### config.mk
export PLATFORM = sky130hd
export DESIGN_NAME = read_multiword
export DESIGN_NICKNAME = d
export VERILOG_FILES = /design/src/rtl/read_multiword.sv
export SDC_FILE = /design/constraint.sdc
export NUM_CORES = 1
export LEC_CHECK = 0
export CELL_PAD_IN_SITES_DETAIL_PLACEMENT = 0
export CELL_PAD_IN_SITES_GLOBAL_PLACEMENT = 2
export CORE_MARGIN = 3
export CORE_UTILIZATION = 29
export CTS_BUF_LIST = sky130_fd_sc_hd__clkbuf_16
export DETAILED_ROUTE_END_ITERATION = 10
export PLACE_DENSITY_LB_ADDON = 0.15
export SKIP_LAST_GASP = 1
export SYNTH_ARGS = -nofsm -noshare
export SYNTH_HDL_FRONTEND = slang
export SYNTH_SLANG_ARGS = --single-unit
### constraint.sdc
create_clock -name readbitclk -period 2.3 [get_ports readbitclk]
set_input_delay 0.23 -clock readbitclk [delete_from_list [all_inputs] [get_ports readbitclk]]
set_output_delay 0.23 -clock readbitclk [all_outputs]
set_load 0.05 [all_outputs]
### src/rtl/read_multiword.sv
// -----------------------------------------------------------------------------
// read_multiword
//   Tag-side responder for a Gen2 'read' command. Serialises the reply
//   header bit, wc sample words pulled serially from an external source
//   (adc or msp430), the current handle and, optionally, an inverted
//   CRC-16/CCITT over everything sent before it. One reply bit per
//   readbitclk edge. The tx module sees each new bit immediately after the
//   edge, because the outputs are decoded combinationally from the state.
//
// Parameters
//   SAMPLE_BITS  bits per sample word pulled from the source
//   MAX_WORDS    largest reply in words; wordcount 0 or above this is clamped
//   WC_BITS      width of the wordcount input
//   CRC_EN       1 = append inverted CRC-16; 0 = reply ends after the handle
//
// Ports
//   readbitclk          in   bit clock from the tx module, state on posedge
//   reset               in   asynchronous, active-high
//   handle              in   current handle (read live, not latched)
//   wordcount           in   words requested, latched on the INIT edge
//   read_sample_datain  in   serial sample data, MSB first
//   read_sample_ctl     out  request/enable to the sample source
//   read_sample_clk     out  sample shift clock, readbitclk gated by DATA
//   readbitout          out  current reply bit
//   readbitdone         out  reply complete
// -----------------------------------------------------------------------------
module read_multiword #(
   parameter int SAMPLE_BITS = 16,
   parameter int MAX_WORDS   = 4,
   parameter int WC_BITS     = 8,
   parameter bit CRC_EN      = 1'b1
) (
   input  logic               readbitclk,
   input  logic               reset,
   input  logic [15:0]        handle,
   input  logic [WC_BITS-1:0] wordcount,
   input  logic               read_sample_datain,
   output logic               read_sample_ctl,
   output logic               read_sample_clk,
   output logic               readbitout,
   output logic               readbitdone
);

   // The counter has to hold both the longest data field and the 16-bit
   // handle/CRC fields.
   localparam int DATA_MAX = MAX_WORDS * SAMPLE_BITS;
   localparam int CNT_W    = $clog2((DATA_MAX > 16) ? DATA_MAX : 16);
   localparam int WC_W     = $clog2(MAX_WORDS + 1);

   localparam logic [15:0] CRC_POLY   = 16'h1021;
   localparam logic [15:0] CRC_PRESET = 16'hFFFF;

   typedef enum logic [2:0] {
      ST_INIT,
      ST_HEADER,
      ST_DATA,
      ST_HANDLE,
      ST_CRC,
      ST_DONE
   } state_t;

   state_t           state, state_next;
   logic [CNT_W-1:0] bit_cnt, bit_cnt_next;
   logic [WC_W-1:0]  wc, wc_next;
   logic [15:0]      crc, crc_next;
   logic             ctl_next;
   logic             crc_fb;

   // NOTE: state registers use non-blocking assignments so every flop
   // samples the values from before the edge, independent of statement order.
   always_ff @(posedge readbitclk or posedge reset) begin
      if (reset) begin
         state           <= ST_INIT;
         bit_cnt         <= '0;
         wc              <= '0;
         crc             <= CRC_PRESET;
         read_sample_ctl <= 1'b0;
      end else begin
         state           <= state_next;
         bit_cnt         <= bit_cnt_next;
         wc              <= wc_next;
         crc             <= crc_next;
         read_sample_ctl <= ctl_next;
      end
   end

   // Next-state logic. Counters count down to zero; the last bit of each
   // field is the one where bit_cnt reaches 0.
   // NOTE: every signal driven here gets a default first, so no path
   // through the case leaves it unassigned and no latch is inferred.
   always_comb begin
      state_next   = state;
      bit_cnt_next = bit_cnt;
      wc_next      = wc;
      ctl_next     = read_sample_ctl;

      unique case (state)
         ST_INIT: begin
            if (wordcount == '0 || wordcount > WC_BITS'(MAX_WORDS))
               wc_next = WC_W'(MAX_WORDS);
            else
               wc_next = WC_W'(wordcount);
            ctl_next   = 1'b1;
            state_next = ST_HEADER;
         end
         ST_HEADER: begin
            bit_cnt_next = CNT_W'(int'(wc) * SAMPLE_BITS - 1);
            state_next   = ST_DATA;
         end
         ST_DATA: begin
            if (bit_cnt == '0) begin
               bit_cnt_next = CNT_W'(15);
               ctl_next     = 1'b0;
               state_next   = ST_HANDLE;
            end else begin
               bit_cnt_next = bit_cnt - 1'b1;
            end
         end
         ST_HANDLE: begin
            if (bit_cnt == '0) begin
               bit_cnt_next = CNT_W'(15);
               state_next   = CRC_EN ? ST_CRC : ST_DONE;
            end else begin
               bit_cnt_next = bit_cnt - 1'b1;
            end
         end
         ST_CRC: begin
            if (bit_cnt == '0)
               state_next = ST_DONE;
            else
               bit_cnt_next = bit_cnt - 1'b1;
         end
         ST_DONE: begin
            ctl_next = 1'b0;
         end
         default: begin
            state_next = ST_INIT;
         end
      endcase
   end

   // Serial CRC-16/CCITT, MSB first, fed with exactly the bit the tx module
   // is seeing this cycle. It freezes once the CRC field itself goes out.
   always_comb begin
      crc_fb   = crc[15] ^ readbitout;
      crc_next = crc;
      if (state == ST_HEADER || state == ST_DATA || state == ST_HANDLE)
         crc_next = {crc[14:0], 1'b0} ^ (crc_fb ? CRC_POLY : 16'h0000);
   end

   // Reply bit mux. The handle is read live, so a handle change during the
   // handle field shows up on the following bits.
   always_comb begin
      readbitout = 1'b0;
      unique case (state)
         ST_DATA:   readbitout = read_sample_datain;
         ST_HANDLE: readbitout = handle[bit_cnt[3:0]];
         ST_CRC:    readbitout = ~crc[bit_cnt[3:0]];
         default:   readbitout = 1'b0;
      endcase
   end

   assign readbitdone     = (state == ST_DONE);
   assign read_sample_clk = readbitclk & (state == ST_DATA);

endmodule

After elaboration in Yosys (flattened, before gate mapping)
Cells that the tools add are included.
Storage, ports and cells
  register bits: 28
  bits in latches: 0
  RAM bits: 0
  ROM bits: 0
  bits of input ports: 27
  output and inout bits: 4
  logic and storage cells: 51
  memories: 0
Cells by class
  add/sub/neg operators: 2
  $mul: 0
  divide/modulo/power cells: 0
  $lt $le $gt $ge: 2
  equal/unequal tests: 9
  shifts and indexed selects: 0
  mux-type cells: 16
  bitwise logic cells: 5
  reductions and logical operators: 12
Operators by type and width (count)
  one-hot mux 3 bit (6 select lines): 1
  one-hot mux 6 bit (3 select lines): 1
  bitwise XOR 16 x 13 -> 16 bit: 1
  2-to-1 mux 13 bit: 1
  2-to-1 mux 6 bit: 2
  subtractor 6 x 1 -> 6 bit (second input constant): 2
  2-to-1 mux 3 bit: 3
  binary-select mux 1 bit (select 4 bit): 2
  greater-than comparator 8 x 3 -> 1 bit (second input constant): 1
  logical NOT 8 bit: 1
  != test 2 bit (second input constant): 4
  == test 3 x 2 -> 1 bit (second input constant): 2
  == test 3 bit (second input constant): 2
  logical NOT 6 bit: 1
  one-hot mux 1 bit (3 select lines): 2
  nonzero test 3 bit: 2
  less-than comparator 4 x 5 -> 1 bit (second input constant): 1
  AND reduction 2 bit: 2
  AND reduction 4 bit: 1
  == test 3 x 1 -> 1 bit (second input constant): 1
  logical NOT 3 bit: 1
  logical OR 1 bit: 3
  2-to-1 mux 1 bit: 3
  2-to-1 mux 2 bit: 1
  4 further kinds: 5

Logic depth before layout (Yosys ltp)
  word-level depth: 7
  mapped depth: 11

==> impl_metrics.yaml <==
route:
  vias: 1505
  vias_per_cell: 5.12
  firstDrtPassIters: 4
  ant_nets: 0
  wl_microns: 4530
  drtIter0Drc: 60
  wl_per_cell_microns: 15.4
  drc_errors: 0
timing:
  fin_ws_ns: -0.0165
  slew_headroom: 0.653
  final_max_slew_viol_count: 0
  fmax_mhz: 432
  fin_skew_ns: 0.00531
  period_needed_ns: 2.32
  tightestPinTransition_ns: 0.519
  min_period_over_period: 1.01
  tns_ns: -0.0165
  hold_violations: 0
  setup_viol: 1
  hold_slack_ns: 0.224
  rsz0062_at_grt: "true"
finish:
  syn2layout_area_growth_pct: 37.8
  final_cell_count_no_fill: 294
  fin_nets: 251
  drive_gt1_frac: 0.266
  num_antenna_cells: 0
  fin_util: 0.424
synth:
  syn_area_sq_um: 1750
  syn_nets: 206
  yosys_warnings: 0
  synth-seq-cells: 28
  synth-compound-area-share: 0.141
  ys.flop_type: "dfstp_2"
  ys_types: 46
  yosysTopAreaCellShare: 0.241
  synth-edff-count: 0
  synth_area_leaders: "dfstp_2, dfrtp_1, mux2_1"
  syn_avg_cell_area_sq_um: 9.81
  synth_xor_area_frac: 0.0351
  synth_fa_ha_area_frac: 0.00717
  syn_inst: 178
  synthMuxAreaShare: 0.186
  synthArstFlopShare: 1.00
  synth_common_cells: "nand2_1, dfstp_2, mux2_1"
  synth-simple-area-share: 0.169
  yosysTopAreaCell: "dfstp_2"
  yosysSeqAreaShare: 0.413
  synth_top_family_by_area: "multiplexers"
  synth_most_common_cell: "nand2_1"
floorplan:
  rows: 27
  fp.dieW_microns: 83.6
  pin_count: 31
  die_area_sq_um: 6990
  core_sq_um: 5680
  dieHeight_microns: 83.6
  initial_core_util: 0.308
grt:
  grt_antenna_before_repair: 0
  grt_pass1_vias: 1506
  grt_usage: 0.136
  top_usage_layer: "met2"
  use_met1: 0.184
  use_met2: 0.195
  gr-usage-met3: 0.0503
  grt_overflow_total: 0
  grt_max_degree: 29
  grt_pass1_wl_microns: 7580
critical_path:
  start_kind: "register"
  critPathKind: "reg -> out"
  reg2reg_depth: 8
  crit_arrival_ns: 2.09
  cp.required_ns: 2.07
  end_kind: "output port"
  path_max_fanout: 7
clocking:
  clk_latency_ns: 0.38
  cts_tree: "built"
  clk_pin_slew_worst_paths_ns: 0.07
status:
  run_status: "complete, but fails checks"
  violations: "negative setup slack"
worst_hold_path:
  worstHoldPathType: "in -> async"
power:
  finalPower_mw: 2.08
  powerDensity_nw_per_um2: 864
  p_leak_nw: 0.969
  irDropWorstVdd_uv: 331
flow_run:
  maxCapViolations: 0
placement:
  placed_cells: 282
  dp_hpwl_microns: 3290
  gp_congestion: 0.814
  numPortBuffers: 30
-- placed cells by master, fill, tap and decap left out, types with 2 or more instances in the layout --
cell	synthesis	layout
a21oi_1	7	7
inv_2	3	3
or4_1	3	3
xnor2_1	4	4
dfrtp_1	12	9
nor3b_1	3	3
nand2_1	25	25
nand3_1	7	7
o21ai_0	3	3
a31oi_1	3	3
o21ai_1	9	9
clkbuf_16	0	7
inv_1	4	4
mux2i_1	5	5
nand2b_1	4	4
o22ai_1	2	2
dfstp_2	16	16
xor2_1	3	3
a311oi_1	2	2
mux4_2	4	5
and2b_1	2	2
clkdlybuf4s50_1	0	27
buf_4	0	21
nor3_1	4	4
mux2_1	13	13
dfrtp_2	0	3
nor2_1	6	6
-- cells by family (layout without fill, tap and decap cells) --
group                      count (synthesis)  count (layout)
AOI/OAI and AO/OA                         38              38
muxes                                     24              24
and+or+nand+nor                           60              60
xor gates and xnor gates                   7               7
DFF                                       28              28
adders and majority gates                  1               1
buffers and inverters                     20              64
-- critical path, stage by stage (launching register included) --
cell     delay (ns)
dfrtp_2        0.46
mux4_2         0.35
o22ai_1        0.07
or4_1          0.40
and3_4         0.20
nand2_1        0.07
buf_6          0.16
-- routing by layer --
metal	share of wire	wire, microns
met2	0.44	1990
met4	0.0088	40
met1	0.49	2210
met5	0	0
met3	0.062	279
-- through the flow --
step | setup slack, ns | instance area (sq um)
after detailed placement | 0.0859 | 2180
after CTS | -0.165 | 2360
final | -0.0165 | 2400
after global routing | -0.0991 | 2400
after floorplan | 0.125 | 1750
after global placement | 0.111 | 2180
-- final timing paths --
path	start	endpoint	slack, ns
max in group asynchronous	reset	crc[14]	1.77
setup reg to reg	bit_cnt[1]	bit_cnt[1]	0.22
min in group readbitclk	wordcount[0]	wc[0]	0.40
hold reg to reg	crc[12]	crc[12]	0.48
setup / recovery	bit_cnt[0]	readbitout	-0.02
hold / removal	reset	bit_cnt[0]	0.22
-- sequential cells by signal (all words and copies together), names as in the netlist --
| signal | flops |
|---|---|
| bit_cnt | 6 |
| crc | 16 |
| read_sample_ctl | 1 |
| state | 3 |
| wc | 2 |
-- area by class of cell --
cell class / count / area [sq um]
Tap cell: 72 / 90.1
Multi-Input combinational cell: 130 / 941
Timing Repair Buffer: 49 / 439
Sequential cell: 28 / 724
Inverter: 7 / 26.3
Fill cell: 556 / 3270
Clock buffer: 8 / 184
-- where the power goes --
part / leakage (nW) / total (mW) / internal, mW / switching [mW]
Combinational: 0.556 / 0.369 / 0.235 / 0.134
Sequential: 0.318 / 0.874 / 0.748 / 0.126
Clock: 0.0938 / 0.833 / 0.550 / 0.284
Total: 0.969 / 2.08 / 1.53 / 0.544
-- repair_timing --
| item | in CTS | in global routing |
|---|---|---|
| hold buffers | 0 | 0 |
| buffers inserted | 0 | 5 |
| setup endpoints to repair | 2 | 1 |
| resized for setup | 4 | 5 |
(Power assumes the default switching activity.)
